==> config.mk <==
export PLATFORM = sky130hd
export DESIGN_NAME = ex_pipe_hazard_ctrl
export DESIGN_NICKNAME = d
export VERILOG_FILES = /design/src/rtl/ex_pipe_hazard_ctrl.sv
export SDC_FILE = /design/constraint.sdc
export NUM_CORES = 1
export LEC_CHECK = 0
export CAP_MARGIN = 20
export CORE_ASPECT_RATIO = 1.75
export CORE_UTILIZATION = 42
export CTS_CLUSTER_SIZE = 25
export DETAILED_ROUTE_END_ITERATION = 10
export HOLD_SLACK_MARGIN = 0.05
export PLACE_DENSITY = 0.77
export SETUP_SLACK_MARGIN = 0.15
export SLEW_MARGIN = 20
export SYNTH_ARGS = -nofsm -noshare
export SYNTH_HDL_FRONTEND = slang
export SYNTH_SLANG_ARGS = --single-unit
==> constraint.sdc <==
create_clock -name Clk -period 2.2 [get_ports Clk]
set_clock_uncertainty 0.1 [all_clocks]
set_input_delay 0.33 -clock Clk [delete_from_list [all_inputs] [get_ports Clk]]
set_output_delay 0.33 -clock Clk [all_outputs]
set_load 0.05 [all_outputs]
==> src/rtl/ex_pipe_hazard_ctrl.sv <==
// Stall/flush controller for a 4-deep execute pipeline: scoreboards EX1..EX4, detects
// non-forwardable RAW and SAD-unit occupancy hazards, and flushes younger stages on an EX4 redirect.
module ex_pipe_hazard_ctrl #(
  parameter int FWD_STAGE  = 3,
  parameter int CUSTOM_LAT = 4
) (
  input  logic       Clk,
  input  logic       Reset,
  input  logic       ID_Valid,
  input  logic [4:0] ID_rs,
  input  logic [4:0] ID_rt,
  input  logic       ID_UsesRs,
  input  logic       ID_UsesRt,
  input  logic [4:0] ID_Dst,
  input  logic       ID_RegWrite,
  input  logic       ID_MemRead,
  input  logic       ID_Custom,
  input  logic       Redirect_EX4,
  output logic       PCWrite,
  output logic       IF_ID_Write,
  output logic       IF_ID_Flush,
  output logic       ID_EX1_Flush,
  output logic       EX1_EX2_Flush,
  output logic       EX2_EX3_Flush,
  output logic       EX3_EX4_Flush,
  output logic       Stall,
  output logic       SadBusy
);

  typedef struct packed {
    logic       v;
    logic [4:0] dst;
    logic       rw;
    logic       mr;
    logic       cu;
  } slot_t;

  slot_t      slot [1:4];
  logic [3:0] busy_cnt;
  logic       raw_hz;
  logic       cust_hz;
  logic       cu_issue;
  logic       cu_owner;

  function automatic slot_t kill(input slot_t s, input logic r);
    slot_t o;
    o   = s;
    o.v = s.v & ~r;
    return o;
  endfunction

  // A producer blocks the ID consumer if it is a load, or too young to forward from.
  always_comb begin
    raw_hz = 1'b0;
    for (int k = 1; k <= 4; k++) begin
      if (slot[k].v && slot[k].rw && (slot[k].mr || k < FWD_STAGE)) begin
        if (ID_UsesRs && ID_rs != 5'd0 && slot[k].dst == ID_rs) raw_hz = 1'b1;
        if (ID_UsesRt && ID_rt != 5'd0 && slot[k].dst == ID_rt) raw_hz = 1'b1;
      end
    end
  end

  always_comb begin
    cust_hz       = ID_Custom && (busy_cnt > 4'd1);
    Stall         = ID_Valid && (raw_hz || cust_hz) && !Redirect_EX4;
    PCWrite       = Redirect_EX4 || !Stall;
    IF_ID_Write   = Redirect_EX4 || !Stall;
    IF_ID_Flush   = Redirect_EX4;
    ID_EX1_Flush  = Redirect_EX4 || Stall;
    EX1_EX2_Flush = Redirect_EX4;
    EX2_EX3_Flush = Redirect_EX4;
    EX3_EX4_Flush = Redirect_EX4;
    SadBusy       = (busy_cnt != 4'd0);
    cu_issue      = ID_Valid && ID_Custom && !Stall && !Redirect_EX4;
    cu_owner      = (slot[1].v && slot[1].cu) || (slot[2].v && slot[2].cu) ||
                    (slot[3].v && slot[3].cu);
  end

  always_ff @(posedge Clk) begin
    if (Reset) begin
      for (int k = 1; k <= 4; k++) slot[k] <= '0;
      busy_cnt <= 4'd0;
    end else begin
      slot[4] <= kill(slot[3], Redirect_EX4);
      slot[3] <= kill(slot[2], Redirect_EX4);
      slot[2] <= kill(slot[1], Redirect_EX4);
      slot[1] <= '{v:   ID_Valid && !Stall && !Redirect_EX4,
                   dst: ID_Dst,
                   rw:  ID_RegWrite,
                   mr:  ID_MemRead,
                   cu:  ID_Custom};
      // A flushed custom op releases the SAD unit immediately.
      if (Redirect_EX4 && cu_owner && busy_cnt != 4'd0)
        busy_cnt <= 4'd0;
      else if (cu_issue)
        busy_cnt <= 4'(CUSTOM_LAT);
      else if (busy_cnt != 4'd0)
        busy_cnt <= busy_cnt - 4'd1;
    end
  end

endmodule

# [Word level (Yosys, flattened, before mapping)]
# Memories as Yosys holds them, arrays and structs flattened.
# Cells that the tools add are included.
# Widths: inputs -> output; s select.
[totals] out_inout_bits=9 reg_bits=4 ram_bits=36 memories=1 in_bits=24
[op_classes] bitwise=8 mux=21 n_addsub=1 reduce_logical=42 magnitude_cmp=1 eq_ne=8
[memory_table] name="slot" words=4 width=9 read_ports=4 rd_ports_with_merged_regs=0 wr=4 line_no="38" rtl="slot_t slot [1:4];"
[op_table] cell="$eq 5x5->1" count=8
[op_table] cell="$mux 9" count=4
[op_table] cell="$logic_and 1x1->1" count=29
[op_table] cell="$mux 1" count=15
[op_table] cell="$reduce_bool 5->1" count=2
[op_table] cell="$mux 3" count=2
[op_table] cell="$logic_or 1x1->1" count=5
[op_table] cell="$gt 4x1->1 const B" count=1
[op_table] cell="$or 1x1->1" count=4
[op_table] cell="$reduce_bool 4->1" count=1
[op_table] cell="$sub 4x1->4 const B" count=1
[op_table] cell="$and 1x1->1" count=3
[op_table] cell="$reduce_or 3->1" count=1
[op_table] cell="$logic_not 1->1" count=2
[op_table] cell="$reduce_bool 2->1" count=1
[op_table] cell="$reduce_or 2->1" count=1
[op_table] cell="$not 1->1" count=1

# [Logic depth before layout (Yosys ltp)]
# Gate-level depths: netlist of the first run.
[logic_depth] ltp_word=22 depth_mapped=8 depth_no_buf=7

# [Least setup slack after synthesis of the first run]
# OpenSTA, ideal clock, no wires.
[synth_path] path_type="input-to-output" startpoint="in ID_rt[0]" endpoint="out ID_EX1_Flush" setup_slack_ns=-0.559 path_buffers=1 path_stages=7 arrival_ns=2.329 required_time_ns=1.770 path_cell_list="buf_6 -> xnor2_1 -> nand4_1 -> nor3_1 -> nor4_1 -> o221a_2 -> o21ai_0"
[synth_between] elab_chain_len=18 word_cells_on_any_way=25
[synth_rtl] element="start, declared" line_no="11" rtl="input logic [4:0] ID_rt,"
[synth_rtl] element="$reduce_bool 5->1" line_no="58" rtl="if (ID_UsesRt && ID_rt != 5'd0 && slot[k].dst == ID_rt) raw_hz = 1'b1;"
[synth_rtl] element="$logic_and 1x1->1 (2 in series)" line_no="58"
[synth_rtl] element="$mux 1" line_no="58"
[synth_rtl] element="$mux 1" line_no="56" rtl="if (slot[k].v && slot[k].rw && (slot[k].mr || k < FWD_STAGE)) begin"
[synth_rtl] element="$mux 1" line_no="57" rtl="if (ID_UsesRs && ID_rs != 5'd0 && slot[k].dst == ID_rs) raw_hz = 1'b1;"
[synth_rtl] element="$mux 1" line_no="58"
[synth_rtl] element="$mux 1" line_no="56"
[synth_rtl] element="$mux 1" line_no="57"
[synth_rtl] element="$mux 1" line_no="58"
[synth_rtl] element="$mux 1" line_no="56"
[synth_rtl] element="$mux 1" line_no="57"
[synth_rtl] element="$mux 1" line_no="58"
[synth_rtl] element="$mux 1 (*)" line_no="56"
[synth_rtl] element="$logic_or 1x1->1 (*)" line_no="65" rtl="Stall = ID_Valid && (raw_hz || cust_hz) && !Redirect_EX4;"
[synth_rtl] element="$logic_and 1x1->1 (*) (2 in series)" line_no="65"
[synth_rtl] element="$logic_or 1x1->1 (*)" line_no="69" rtl="ID_EX1_Flush = Redirect_EX4 || Stall;"
[synth_rtl] element="end, declared" line_no="22" rtl="output logic ID_EX1_Flush,"
# Mark *: on every way between the ends. The rest lies on a longest branch, timed or not.

==> reports/qor.txt, run 1 <==
yosys warns -> 0
gpl congestion -> 0.920
number of port buffers -> 32
clock buffer count from CTS -> 5
Remaining Overflow, GRT -> 0
CTS tree -> yes
Chip Height -> 89.8 um
drt drc -> 0
Top Ports -> 33
fin util -> 60.3%
minimum clock period -> 2360 ps
Detailed Route Iter0 Violations -> 29
min-delay src -> slot[0][10]
sequential element share of the synthesized area -> 42.2%
worst reg2reg path startpoint -> busy_cnt[0]
Area after DPL -> 2280 um^2
Routed Antenna Nets -> 0
GRT Resource Usage Total -> 18.4%
status -> finished with violations
Avg WL per Cell -> 14.1 um
clock share of power -> 28.6%
Routed Wire Length -> 3.92 mm
CTS Buffer Depth -> 2
Crit path buffers/inverters -> 1
peak supply drop -> 0.881 mV
Syn Std Cell Area -> 1850 um^2
antenna diode count -> 0
Netlist cell types -> 30
sw power -> 653 uW
CTS sink cnt -> 39
Critical Path RT -> 1770 ps
Die X -> 52.2 um
design area -> 2530 um^2
fin nets -> 254
Final Setup Violations -> 4
Yosys top cell by area -> dfxtp_1
crit-path cells -> xnor2_1 -> nand4_1 -> nor3_2 -> nor4_2 -> o221a_4 -> nand2b_4 -> buf_12
failing checks -> negative setup slack
Leak -> 0.000938 uW
Final Hold Fails -> 0
vias in the first global route -> 1408
Vias -> 1391
share of post-route cells with drive strength above 1 -> 34.1%
Hold Crit Class -> reg2reg
Core Region -> 4190 um^2
CP startpoint -> slot[0][14]
Crit Path Max Fanout -> 4
Crit Path Class -> reg2out
Crit path max-delay family -> simple AND/OR/NAND/NOR gates
Sequential Power Share -> 38.9%
Critical Path Sink Type -> output port
Mapped Nets -> 220
Synth top area share -> 42.2%
Slew Limit Fails -> 0
Area growth, synth to finish -> 36.5%
reg2reg end -> busy_cnt[1]
setup_tns -> -602 ps
# H-tree levels -> 2
Clk Latency, worst-skew pair -> 290 ps
RSZ-0062 raised after global routing -> true
Worst path max stage delay -> 340 ps
critical path startpoint category -> flop
Synth Register Bits -> 39
final setup margin -> -156 ps
Vias/cell -> 5.00
fmax -> 0.425 GHz
pwr/cell area -> 816 nW/um^2
Worst slew margin -> 76.5%
drt first pass iters -> 4
Sw Ratio -> 31.7%
slowest cell on the critical path -> dfxtp_2
hold depth -> 1
CTS root buffer -> clkbuf_8
cts hold-fix bufs -> 0
Combinational Power Share -> 32.5%
die area -> 4690 um^2
syn avg cell area -> 9.54 um^2
clock transition at the registers of the reported paths -> 80 ps
r2r worst-path depth -> 8
flop-to-flop setup slack -> 430 ps
first-pass GRT wire length -> 6.23 mm
crit share post-route -> 107%
WP data arrival -> 1930 ps
leading cell types by total area after synthesis -> dfxtp_1 (42%), xnor2_1 (16%), nor2b_1 (10%)
max cap viols -> 0
# rows -> 31
Mapped Cells -> 194
Power Internal -> 1410 uW
largest net degree at the start of global routing -> 36
Tightest Pin Transition -> 353 ps
Hold Path End -> slot[0][19]
Initial Utilization -> 44.2%
initial antenna violation count -> 0
hpwl dp -> 2.72 mm
## layer usage
layer	vias up	GRT usage, %	wire [um]
li1	693	-	-
met1	662	17.6	1430
met2	26	33.0	2210
met3	10	4.74	137
met4	0	11.2	138
met5	-	0	0
## worst register-to-register path, delay by kind of cell, from the launching register on
family,cells,cell delay [ps]
compound gates,1,110
fa+ha+maj,1,260
buf+inv,2,230
flops,1,360
simple gates,4,600
## power groups by stage
stage	sequential, uW	combinational, uW	clock, uW
2_1_floorplan	801	442	0
3_3_place_gp	809	619	0
3_5_place_dp	811	627	0
4_1_cts	798	654	603
5_1_grt	807	725	626
6_report	802	669	590
## placed cells by master (no fill, tap or decap), types with 2 or more instances in the layout
| cell | instances |
|---|---|
| o21ai_2 | 3 |
| clkdlybuf4s50_1 | 13 |
| xnor2_1 | 31 |
| clkbuf_8 | 5 |
| xor2_1 | 8 |
| nand3_1 | 4 |
| nor2b_1 | 31 |
| nor4_2 | 4 |
| nor3_1 | 3 |
| xnor2_2 | 2 |
| dfxtp_1 | 23 |
| nand2_1 | 5 |
| buf_12 | 8 |
| nand4_1 | 8 |
| nor3_2 | 7 |
| and2_1 | 3 |
| ha_1 | 2 |
| buf_4 | 13 |
| clkdlybuf4s15_2 | 9 |
| inv_1 | 6 |
| nor2_1 | 6 |
| dfxtp_2 | 16 |
## synthesized netlist by cell type, drive strengths merged
cell / n
nor3b: 1
nor2b: 31
and2: 3
nor4: 4
xor2: 8
o21a: 1
a21oi: 1
ha: 2
o21ai: 5
a222oi: 1
or4: 2
nand3: 4
o211ai: 1
nand4: 8
nand2: 5
nand2b: 1
clkbuf: 3
dfxtp: 39
nor3: 11
o221a: 2
nor2: 6
and3: 1
inv: 6
xnor2: 33
buf: 15
## worst max path at each step
stage | endpoint | depth (start not counted) | slack (ps)
after floorplan | PCWrite | 6 | -20
after global placement | IF_ID_Write | 8 | -540
after detailed placement | PCWrite | 8 | -560
after CTS | PCWrite | 7 | -120
after global routing | PCWrite | 7 | -220
final | PCWrite | 7 | -160
## layout make-up
class	instances	area, um^2
Clock buffer	5	68.8
Multi-Input combinational cell	131	1020
Sequential cell	39	801
Tap cell	49	61.3
Clock inverter	3	43.8
Timing Repair Buffer	45	505
Fill cell	341	1660
Inverter	6	22.5
## flip-flops by register name, indices dropped and copies added (netlist names)
signal / count
slot: 35
busy_cnt: 4
## cells by family after synthesis
logic type | Yosys count | synth area share [%]
AND/OR/NAND/NOR | 77 | 24.9
XOR/XNOR | 41 | 19.4
AO/OA/AOI/OAI | 11 | 4.19
flip-flops | 39 | 42.2
buffers and inverters | 24 | 7.91
adder cells (fa/ha/maj) | 2 | 1.35
## stage by stage
stage	hold WS [ps]	cells	setup WS [ps]	total power (uW)
2_1_floorplan	302	194	-20.5	1240
3_3_place_gp	323	266	-544	1430
3_5_place_dp	332	266	-561	1440
4_1_cts	341	278	-125	2060
5_1_grt	355	278	-219	2160
6_report	335	278	-156	2060
## what timing repair did
item                                    in CTS  in global routing
resized for setup                           56                  7
pin swaps                                   10                  5
buffers inserted                             4                  0
endpoints found under the setup margin       5                  5
(Power assumes the default switching activity.)
==> run 2: changes to the inputs <==
- GPL_ROUTABILITY_DRIVEN: default -> 0
==> results of run 2 <==
The final DEF is identical to that of run 1; final timing and power are the same.
==> run 3: changes to the inputs <==
- GPL_ROUTABILITY_DRIVEN: 0 -> default
==> results of run 3 <==
The final DEF is identical to that of run 1; final timing and power are the same.
